==> src/rtl/lr_useq.sv <==
// lr_useq: microcode address sequencer with call/return stack, conditional
// branch, opcode dispatch, interrupt entry at fetch boundaries, HALT and a
// memory-stall hold.
// Optional performance counters are built when LR_USEQ_PERF_EN is defined.
module lr_useq #(
  parameter int UADDR_W     = 10,
  parameter int STACK_DEPTH = 4,
  parameter int COND_N      = 8,
  parameter int COND_W      = 3,
  parameter int RESET_VEC   = 0,
  parameter int IRQ_VEC     = 16'h3f0,
  parameter int DISP_BASE   = 16'h100,
  parameter int DISP_SHIFT  = 1
) (
  input  logic                               clock4,
  input  logic                               reset,
  input  logic                               stall,
  input  logic [2:0]                         seq_op,
  input  logic [UADDR_W-1:0]                 target,
  input  logic [COND_W-1:0]                  cond_sel,
  input  logic                               cond_inv,
  input  logic [COND_N-1:0]                  cond,
  input  logic [7:0]                         opcode,
  input  logic                               irq,
  output logic [UADDR_W-1:0]                 uaddr,
  output logic                               irq_ack,
  output logic                               halted,
  output logic [$clog2(STACK_DEPTH+1)-1:0]   sp_depth,
  output logic                               stk_err,
  output logic [31:0]                        perf_insn,
  output logic [31:0]                        perf_stall
);

  localparam int SP_W  = $clog2(STACK_DEPTH + 1);
  localparam int IDX_W = (STACK_DEPTH > 1) ? $clog2(STACK_DEPTH) : 1;

  localparam logic [UADDR_W-1:0] RESET_LO = UADDR_W'(RESET_VEC);
  localparam logic [UADDR_W-1:0] IRQ_LO   = UADDR_W'(IRQ_VEC);
  localparam logic [UADDR_W-1:0] DISP_LO  = UADDR_W'(DISP_BASE);
  localparam logic [SP_W-1:0]    SP_FULL  = SP_W'(STACK_DEPTH);

  localparam logic [2:0] OP_SEQ   = 3'd0;
  localparam logic [2:0] OP_JMP   = 3'd1;
  localparam logic [2:0] OP_BR    = 3'd2;
  localparam logic [2:0] OP_CALL  = 3'd3;
  localparam logic [2:0] OP_RET   = 3'd4;
  localparam logic [2:0] OP_DISP  = 3'd5;
  localparam logic [2:0] OP_FETCH = 3'd6;

  typedef enum logic {S_RUN, S_HALT} state_t;

  state_t               state, state_nx;
  logic [UADDR_W-1:0]   uaddr_nx, uaddr_inc, disp_addr;
  logic [UADDR_W+7:0]   disp_wide;
  logic [SP_W-1:0]      sp_nx;
  logic                 err_nx, push, cond_bit;
  logic [IDX_W-1:0]     push_idx, pop_idx;
  logic [UADDR_W-1:0]   stack [STACK_DEPTH];

  assign uaddr_inc = uaddr + UADDR_W'(1);
  assign disp_wide = {{UADDR_W{1'b0}}, opcode} << DISP_SHIFT;
  assign disp_addr = DISP_LO + disp_wide[UADDR_W-1:0];
  assign push_idx  = IDX_W'(sp_depth);
  assign pop_idx   = IDX_W'(sp_depth - SP_W'(1));
  assign halted    = (state == S_HALT);

  // Condition mux; select values with no matching input read as 0.
  always_comb begin
    cond_bit = 1'b0;
    for (int i = 0; i < COND_N; i++) begin
      if (cond_sel == COND_W'(i)) cond_bit = cond[i];
    end
  end

  // Next-state, next-address, stack control and interrupt acknowledge.
  always_comb begin
    state_nx = state;
    uaddr_nx = uaddr;
    sp_nx    = sp_depth;
    err_nx   = stk_err;
    push     = 1'b0;
    irq_ack  = 1'b0;
    if (!stall && !reset) begin
      if (state == S_HALT) begin
        if (irq) begin
          state_nx = S_RUN;
          uaddr_nx = IRQ_LO;
          irq_ack  = 1'b1;
        end
      end else begin
        case (seq_op)
          OP_SEQ: uaddr_nx = uaddr_inc;
          OP_JMP: uaddr_nx = target;
          OP_BR:  uaddr_nx = (cond_bit ^ cond_inv) ? target : uaddr_inc;
          OP_CALL: begin
            uaddr_nx = target;
            if (sp_depth == SP_FULL) begin
              err_nx = 1'b1;
            end else begin
              push  = 1'b1;
              sp_nx = sp_depth + SP_W'(1);
            end
          end
          OP_RET: begin
            if (sp_depth == '0) begin
              uaddr_nx = RESET_LO;
              err_nx   = 1'b1;
            end else begin
              uaddr_nx = stack[pop_idx];
              sp_nx    = sp_depth - SP_W'(1);
            end
          end
          OP_DISP: uaddr_nx = disp_addr;
          OP_FETCH: begin
            if (irq) begin
              uaddr_nx = IRQ_LO;
              irq_ack  = 1'b1;
            end else begin
              uaddr_nx = disp_addr;
            end
          end
          default: state_nx = S_HALT;
        endcase
      end
    end
  end

  // Control state: FSM, address register, stack pointer and sticky error.
  always_ff @(posedge clock4) begin
    if (reset) begin
      state    <= S_RUN;
      uaddr    <= RESET_LO;
      sp_depth <= '0;
      stk_err  <= 1'b0;
    end else begin
      state    <= state_nx;
      uaddr    <= uaddr_nx;
      sp_depth <= sp_nx;
      stk_err  <= err_nx;
    end
  end

  // Return-address storage; contents are don't-care after reset.
  always_ff @(posedge clock4) begin
    if (push) stack[push_idx] <= uaddr_inc;
  end

`ifdef LR_USEQ_PERF_EN
  logic        insn_inc;
  logic [31:0] insn_cnt, stall_cnt;

  assign insn_inc = !stall && (state == S_RUN) &&
                    ((seq_op == OP_DISP) || ((seq_op == OP_FETCH) && !irq));

  // Instruction and stall-cycle counters, wrapping at 2^32.
  always_ff @(posedge clock4) begin
    if (reset) begin
      insn_cnt  <= '0;
      stall_cnt <= '0;
    end else begin
      if (insn_inc) insn_cnt  <= insn_cnt + 32'd1;
      if (stall)    stall_cnt <= stall_cnt + 32'd1;
    end
  end

  assign perf_insn  = insn_cnt;
  assign perf_stall = stall_cnt;
`else
  assign perf_insn  = '0;
  assign perf_stall = '0;
`endif

endmodule
==> config.mk <==
export PLATFORM = sky130hd
export DESIGN_NAME = lr_useq
export DESIGN_NICKNAME = d
export VERILOG_FILES = /design/src/rtl/lr_useq.sv
export SDC_FILE = /design/constraint.sdc
export NUM_CORES = 1
export LEC_CHECK = 0
export ABC_AREA = 1
export CAP_MARGIN = 5
export CORE_MARGIN = 10
export CORE_UTILIZATION = 47
export DETAILED_ROUTE_END_ITERATION = 6
export PLACE_DENSITY_LB_ADDON = 0.15
export REMOVE_ABC_BUFFERS = 1
export SYNTH_ARGS = -nofsm -noshare
export SYNTH_HDL_FRONTEND = slang
export SYNTH_SLANG_ARGS = --single-unit
==> constraint.sdc <==
create_clock -name clock4 -period 3.3 [get_ports clock4]
set_clock_uncertainty 0.2 [all_clocks]
set_input_delay 0.99 -clock clock4 [delete_from_list [all_inputs] [get_ports clock4]]
set_output_delay 0.99 -clock clock4 [all_outputs]
set_load 0.02 [all_outputs]
==> results by group, run 1 <==
Run status
  • Status: finished clean

Pwr
  • VDD IR-drop max: 0.000205 V
  • Pleak: 1.92 nW
  • Power per cell area: about 350 mW/mm^2

STA
  • Hold Vio Cnt, Final: 0
  • Highest Clock Rate: 0.321 GHz
  • Unrepaired setup endpoints after global routing: false
  • Slew headroom: 0.512
  • Final min period: 3.12 ns
  • Period utilisation layout: 0.945
  • # setup viols final: 0
  • Slew Limit Fails: 0
  • Worst slew pin tran: 0.729 ns
  • Hold Worst Slack: 0.289 ns

Floorplan
  • # IOs: 117
  • Initial Util: 0.478
  • Die height: 108 um
  • Site Rows: 32
  • Die X: 108 um
  • Die area: 0.0118 sq mm
  • Core ar.: between 0.007 and 0.008 sq mm

Clocking
  • Worst skew pair latency: 0.31 ns
  • H-tree levels: 2
  • Hold_buf cts: 0
  • Clk Tree Root Cell: clkbuf_8
  • CTS tree: done
  • CTS buffer count: 5
  • Clock tree buffer depth: 2
  • Clk pin slew, worst setup/hold paths: approximately 0.10 ns
  • Number of setup buffers added after CTS: 0
  • Clk sinks: 55

Synthesis
  • Synth top area share: 0.327
  • Post-synth cell types: 32
  • Cell Area, Synth: roughly 0.0037 sq mm
  • Largest area contributor in the netlist: edfxtp_1
  • FF+latch count, synth: 55
  • Cells after Synth: between 400 and 500
  • Avg Inst Size Synth: 7.94 sq um
  • Sequential share of the synthesized area: 0.408
  • Largest cells by area after synthesis: edfxtp_1 33%, buf_4 13%, dfxtp_1 8.2%
  • Ys Warns: 0

Layout
  • Layout cell share with drive strength beyond 1: 0.104
  • Final instance area: 0.00429 sq mm
  • Post-Layout Cell Count: between 600 and 700
  • Area delta synth->final: 16.7%
  • Number of inserted diodes: 0
  • Nets: 579

Placement
  • Area after DPL: 0.00418 sq mm
  • Port Buffers: 52
  • Hpwl dp: 7000 um
  • Placed Cells: 625
  • RD Place Congestion: ~0.89

Global routing
  • Number of global-route vias before repair: approximately 2,800
  • First-pass GRT wire length: 13,400 um
  • Initial antenna violation count: 0
  • GRT Residual Overflow: 0
  • Largest net degree at the start of global routing: 23
  • Global-route usage over all layers: 0.140

Critical path
  • Data required, critical path: 2.11 ns
  • CP top delay family: buffers and inverters
  • Reg2reg setup slack: about 0.73 ns
  • Arr. time, crit path: 1.93 ns
  • CP Buf/Inv Count: 2
  • Cell Chain, Critical Path: clkdlybuf4s50_1 -> nand2_2 -> a211oi_2 -> buf_4
  • CP max FO: 2
  • CP endpoint kind: output port
  • Critical path's slowest cell: clkdlybuf4s50_1
  • Crit-path max cell delay: roughly 0.49 ns
  • Startpoint types: primary input
  • Critical path type: in -> out

Route
  • Initial DRT Pass Iterations: 5
  • Post-route ant nets: 0
  • Drc violations: 0
  • Vias/cell: 4.69
  • Routed wire length: 8690 um
  • Starting DRC count in detailed routing: 97
  • Via count: slightly below 3,000
  • Drt wl/cell: 13.7 um

Worst hold path
  • HP Class: reg -> reg

Run
  • Max-Cap Viols: 0
-- Yosys cell counts (all sizes together) --
cell type / n
nor3: 4
a211oi: 2
nand3: 29
a221oi: 1
nand4: 5
buf: 67
o21ai: 44
nor2: 43
ha: 12
o22ai: 9
dfxtp: 15
nand2: 80
inv: 69
conb: 1
edfxtp: 40
o2111ai: 1
xor2: 3
clkbuf: 7
or2: 1
a22oi: 1
nand3b: 2
o211a: 3
a21oi: 24
-- area by class of cell --
cell class / instances / area (sq um)
Sequential cell: 55 / 1500
Timing Repair Buffer: 71 / 666
Fill cell: 720 / 3400
Inverter: 69 / 259
Clock buffer: 5 / 68.8
Multi-Input combinational cell: 328 / 1640
Tap cell: 102 / 128
Clock inverter: 3 / 27.5
-- per-layer routing --
metal	vias up	GRT usage	wire length, um
met5	-	0	0
met4	0	0.0386	84
met3	9	0.0315	905
met2	121	0.241	3980
met1	1326	0.173	3720
li1	1515	-	-
-- worst register-to-register path, delay by kind of cell, from the launching register on --
kind | cells | cell delay (ns)
buffers and inverters | 3 | 0.44
and+or+nand+nor | 2 | 0.15
DFF | 1 | 0.57
AOI/OAI and AO/OA | 5 | 0.59
adders and majority gates | 1 | 0.54
-- stage by stage --
stage | worst slack (ns) | util | power, mW | setup TNS [ns]
2_1_floorplan | 0.213 | - | 0.995 | 0
3_3_place_gp | -0.435 | 0.544 | 1.12 | -0.435
3_5_place_dp | -0.474 | 0.544 | 1.12 | -0.474
4_1_cts | 0.0114 | 0.557 | 1.51 | 0
5_1_grt | 0.121 | 0.558 | 1.59 | 0
6_report | 0.181 | 0.558 | 1.50 | 0
-- final timing paths --
path                            startpoint               endpoint  cells past startpoint
setup reg to reg  sp_depth[0]$_SDFFE_PP0P_  uaddr[8]$_SDFFE_PP0P_                     11
hold / removal        stk_err$_SDFFE_PP0P_   stk_err$_SDFFE_PP0P_                      2
setup / recovery                 seq_op[2]                irq_ack                      4
hold reg to reg       stk_err$_SDFFE_PP0P_   stk_err$_SDFFE_PP0P_                      2
-- where the power goes --
group          total, mW  leakage, nW  switching (mW)  internal, mW
Clock              0.390       0.0463           0.233         0.156
Sequential         0.766        0.472          0.0128         0.753
Combinational      0.347         1.40           0.225         0.122
Total               1.50         1.92           0.471          1.03
-- cell families (layout without fill, tap and decap cells) --
logic type | after synthesis | after routing | share of synthesized area
AOI/OAI and AO/OA | 85 | 85 | 0.132
xor gates and xnor gates | 3 | 3 | 0.00715
adders and majority gates | 12 | 12 | 0.0408
buffers and inverters | 143 | 148 | 0.213
DFF | 55 | 55 | 0.408
other | 1 | 64 | 0.00102
and+or+nand+nor | 164 | 164 | 0.198
-- cell usage in the layout (no fill, tap or decap), types with 2 or more instances in the layout --
cell type	instances
nor2_1	42
conb_1	64
clkbuf_8	5
o21ai_2	2
inv_1	63
nand3_1	24
nand2_1	73
buf_4	20
clkdlybuf4s50_1	49
edfxtp_1	40
o21ai_1	7
nand2_2	7
nand3b_1	2
a21oi_2	3
dfxtp_1	15
xor2_1	3
ha_1	11
o211a_1	3
nor3_1	4
a21oi_1	21
inv_2	6
nand3_2	5
o22ai_1	9
nand4_1	5
o21ai_0	35
dlymetal6s2s_1	2
-- flip-flops by register name, summed over array words and instances, names as in the netlist --
name and cells:
stack 40, uaddr 10, sp_depth 3, halted 1
stk_err 1
-- what timing repair did --
| item | 4_1_cts | 5_1_grt |
|---|---|---|
| pin swaps | 0 | 2 |
| setup endpoints to repair | 1 | 1 |
| gates resized for setup | 7 | 5 |
(Power assumes the default switching activity.)
==> run 2: changes to the inputs <==
--- a/config.mk
+++ b/config.mk
@@ -8,8 +8,9 @@
 export ABC_AREA = 1
 export CAP_MARGIN = 5
 export CORE_MARGIN = 10
-export CORE_UTILIZATION = 47
+export CORE_UTILIZATION = 30
 export DETAILED_ROUTE_END_ITERATION = 6
+export HOLD_SLACK_MARGIN = 0.05
 export PLACE_DENSITY_LB_ADDON = 0.15
 export REMOVE_ABC_BUFFERS = 1
 export SYNTH_ARGS = -nofsm -noshare
==> run 2 against run 1 <==
Against the previous run:
- clock power rose by 43%
- register-to-register slack improved by 0.30 ns
- die area rose by 45%
- worst setup slack got worse by 0.018 ns
- maximum frequency fell by 0.56%
- wire length rose by 15%
- via count rose by 0.40%
- global-route usage fell by 2.7 points
- first-iteration DRC count rose by 54%
- combinational power rose by 3%
- critical path type unchanged
- critical endpoint unchanged
- largest power group unchanged
==> results by group, run 2 (synthesis gave the netlist of run 1 again) <==
Floorplan
  • Core ar.: 0.0120 sq mm
  • # IOs: 117
  • Initial Util: 0.306
  • Site Rows: 40
  • Die X: 131 um
  • Die height: 131 um
  • Die area: between 0.015 and 0.02 sq mm

Global routing
  • Largest net degree at the start of global routing: 23
  • GRT Residual Overflow: 0
  • First-pass GRT wire length: 15,300 um
  • Initial antenna violation count: 0
  • Grt met1 use: 0.142
  • GRT Max-Usage Layer: met2
  • Global-route usage over all layers: 0.113
  • Number of global-route vias before repair: 2,971
  • M3 GR Usage: 0.0222
  • GRT met2 Usage: 0.196

Pwr
  • Switching Share: 0.304
  • Clk pwr share: 0.331
  • VDD IR-drop max: 0.000236 V
  • Switching pwr: 510 uW
  • Power per cell area: between 300 and 400 mW/mm^2
  • Combinational share of power: 0.212
  • Pleak: 1.97 nW
  • Int Pwr: approximately 1.2 mW
  • Reg power frac: 0.456

Clocking
  • CTS tree: done
  • Clk sinks: 55
  • Hold_buf cts: 0
  • Worst skew pair latency: 0.29 ns
  • Clk Tree Root Cell: clkbuf_16
  • Clk pin slew, worst setup/hold paths: 0.08 ns
  • H-tree levels: 2
  • CTS buffer count: 5
  • Clock tree buffer depth: 2

Layout
  • Top reg by flops: stack
  • Register area: around 0.0015 sq mm
  • Most frequent cells in the layout: 73 x nand2_1, 64 x inv_1, 64 x conb_1, 48 x clkdlybuf4s50_1, 41 x nor2_1
  • Post-Layout Cell Count: approximately 680
  • Layout cell share with drive strength beyond 1: 0.114
  • Number of inserted diodes: 0
  • Fillers: between 1,000 and 1,500
  • Most common cell after layout, fill and taps aside: nand2_1
  • Area delta synth->final: 20.9%
  • Nets: 585
  • Multi-input gate area: 0.00164 sq mm
  • Biggest regs: stack: 40 flops, uaddr: 10 flops, sp_depth: 3 flops
  • Max reg flops: 40

Route
  • Initial DRT Pass Iterations: 5
  • Via count: 2,983
  • Drt wl/cell: ~15 um
  • Post-route ant nets: 0
  • Drc violations: 0
  • Vias/cell: 4.36
  • Starting DRC count in detailed routing: 149
  • Routed wire length: about 10000 um

STA
  • Period utilisation layout: 0.950
  • Unrepaired setup endpoints after global routing: false
  • Post-route setup TNS: 0 ns
  • Highest Clock Rate: 0.319 GHz
  • # setup viols final: 0
  • Setup ws final: between 0.15 and 0.2 ns
  • Final min period: between 3 and 4 ns
  • Worst slew pin tran: 0.783 ns
  • Hold Vio Cnt, Final: 0
  • Hold Worst Slack: 0.287 ns
  • Slew Limit Fails: 0
  • Slew headroom: 0.476

Critical path
  • Startpoint types: primary input
  • Crit-path max cell delay: about 0.5 ns
  • CP top delay family: buffers and inverters
  • Data required, critical path: 2.11 ns
  • Critical path's slowest cell: clkdlybuf4s50_1
  • CP max FO: 2
  • Arr. time, crit path: 1.95 ns
  • CP Buf/Inv Count: 2
  • Cell Chain, Critical Path: clkdlybuf4s50_1 -> nand2_2 -> a211oi_2 -> buf_4
  • CP endpoint kind: output port
  • Critical path type: in -> out

Placement
  • Setup WS pre-CTS: -0.519 ns
  • Placed Cells: 673
  • RD Place Congestion: ~0.91
  • Port Buffers: 52
  • Hpwl dp: 7920 um

Worst hold path
  • HP Class: reg -> reg

Run
  • Max-Cap Viols: 0

Run status
  • Status: finished clean
-- run 2: metrics by stage --
step	area (sq um)	utilization	power (mW)
detailed placement	4260	0.355	1.13
finish	4440	0.370	1.68
CTS	4440	0.370	1.69
floorplan	3390	-	0.995
global route	4440	0.370	1.76
global placement	4260	0.355	1.13
-- run 2: final timing paths --
path	from	end	slack (ns)	depth (start not counted)
worst min-delay path	stk_err$_SDFFE_PP0P_	stk_err$_SDFFE_PP0P_	0.29	2
worst min register to register	stk_err$_SDFFE_PP0P_	stk_err$_SDFFE_PP0P_	0.29	2
worst max register to register	sp_depth[0]$_SDFFE_PP0P_	uaddr[3]$_SDFFE_PP0P_	1.03	11
worst max-delay path	seq_op[2]	irq_ack	0.16	4
-- run 2: area by class of cell --
| class | count | area share |
|---|---|---|
| clock buffers | 5 | 0.0282 |
| clock inverters | 3 | 0.00619 |
| inverters | 69 | 0.0583 |
| multi-input cells | 328 | 0.369 |
| flip-flops and latches | 55 | 0.338 |
| well taps | 147 | 0.0414 |
| repair buffers | 77 | 0.159 |
-- run 2: power groups by stage --
stage,logic [mW],clock network (mW),registers [mW]
after floorplan,0.202,0,0.793
after global placement,0.349,0,0.782
after detailed placement,0.349,0,0.782
after CTS,0.354,0.569,0.766
after global routing,0.398,0.591,0.768
final,0.357,0.556,0.766
-- run 2: worst reg2reg max path: stages (launching register included) --
cell       delay, ns
dfxtp_1         0.50
inv_1           0.10
ha_1            0.30
buf_4           0.19
o21ai_0         0.10
o21ai_0         0.33
nand2_1         0.10
o2111ai_1       0.09
inv_1           0.06
nand2_1         0.08
nand2_1         0.06
a21oi_1         0.11
-- run 2: metal layers --
layer / up-vias / wire, um
li1: 1528 / -
met1: 1344 / 4450
met2: 104 / 4530
met3: 7 / 879
met4: 0 / 95
met5: - / 0
-- run 2: timing repair --
| item | 4_1_cts | 5_1_grt |
|---|---|---|
| pin swaps | 2 | 0 |
| buffers inserted | 3 | 0 |
| endpoints found under the setup margin | 1 | 2 |
| resized for setup | 11 | 2 |
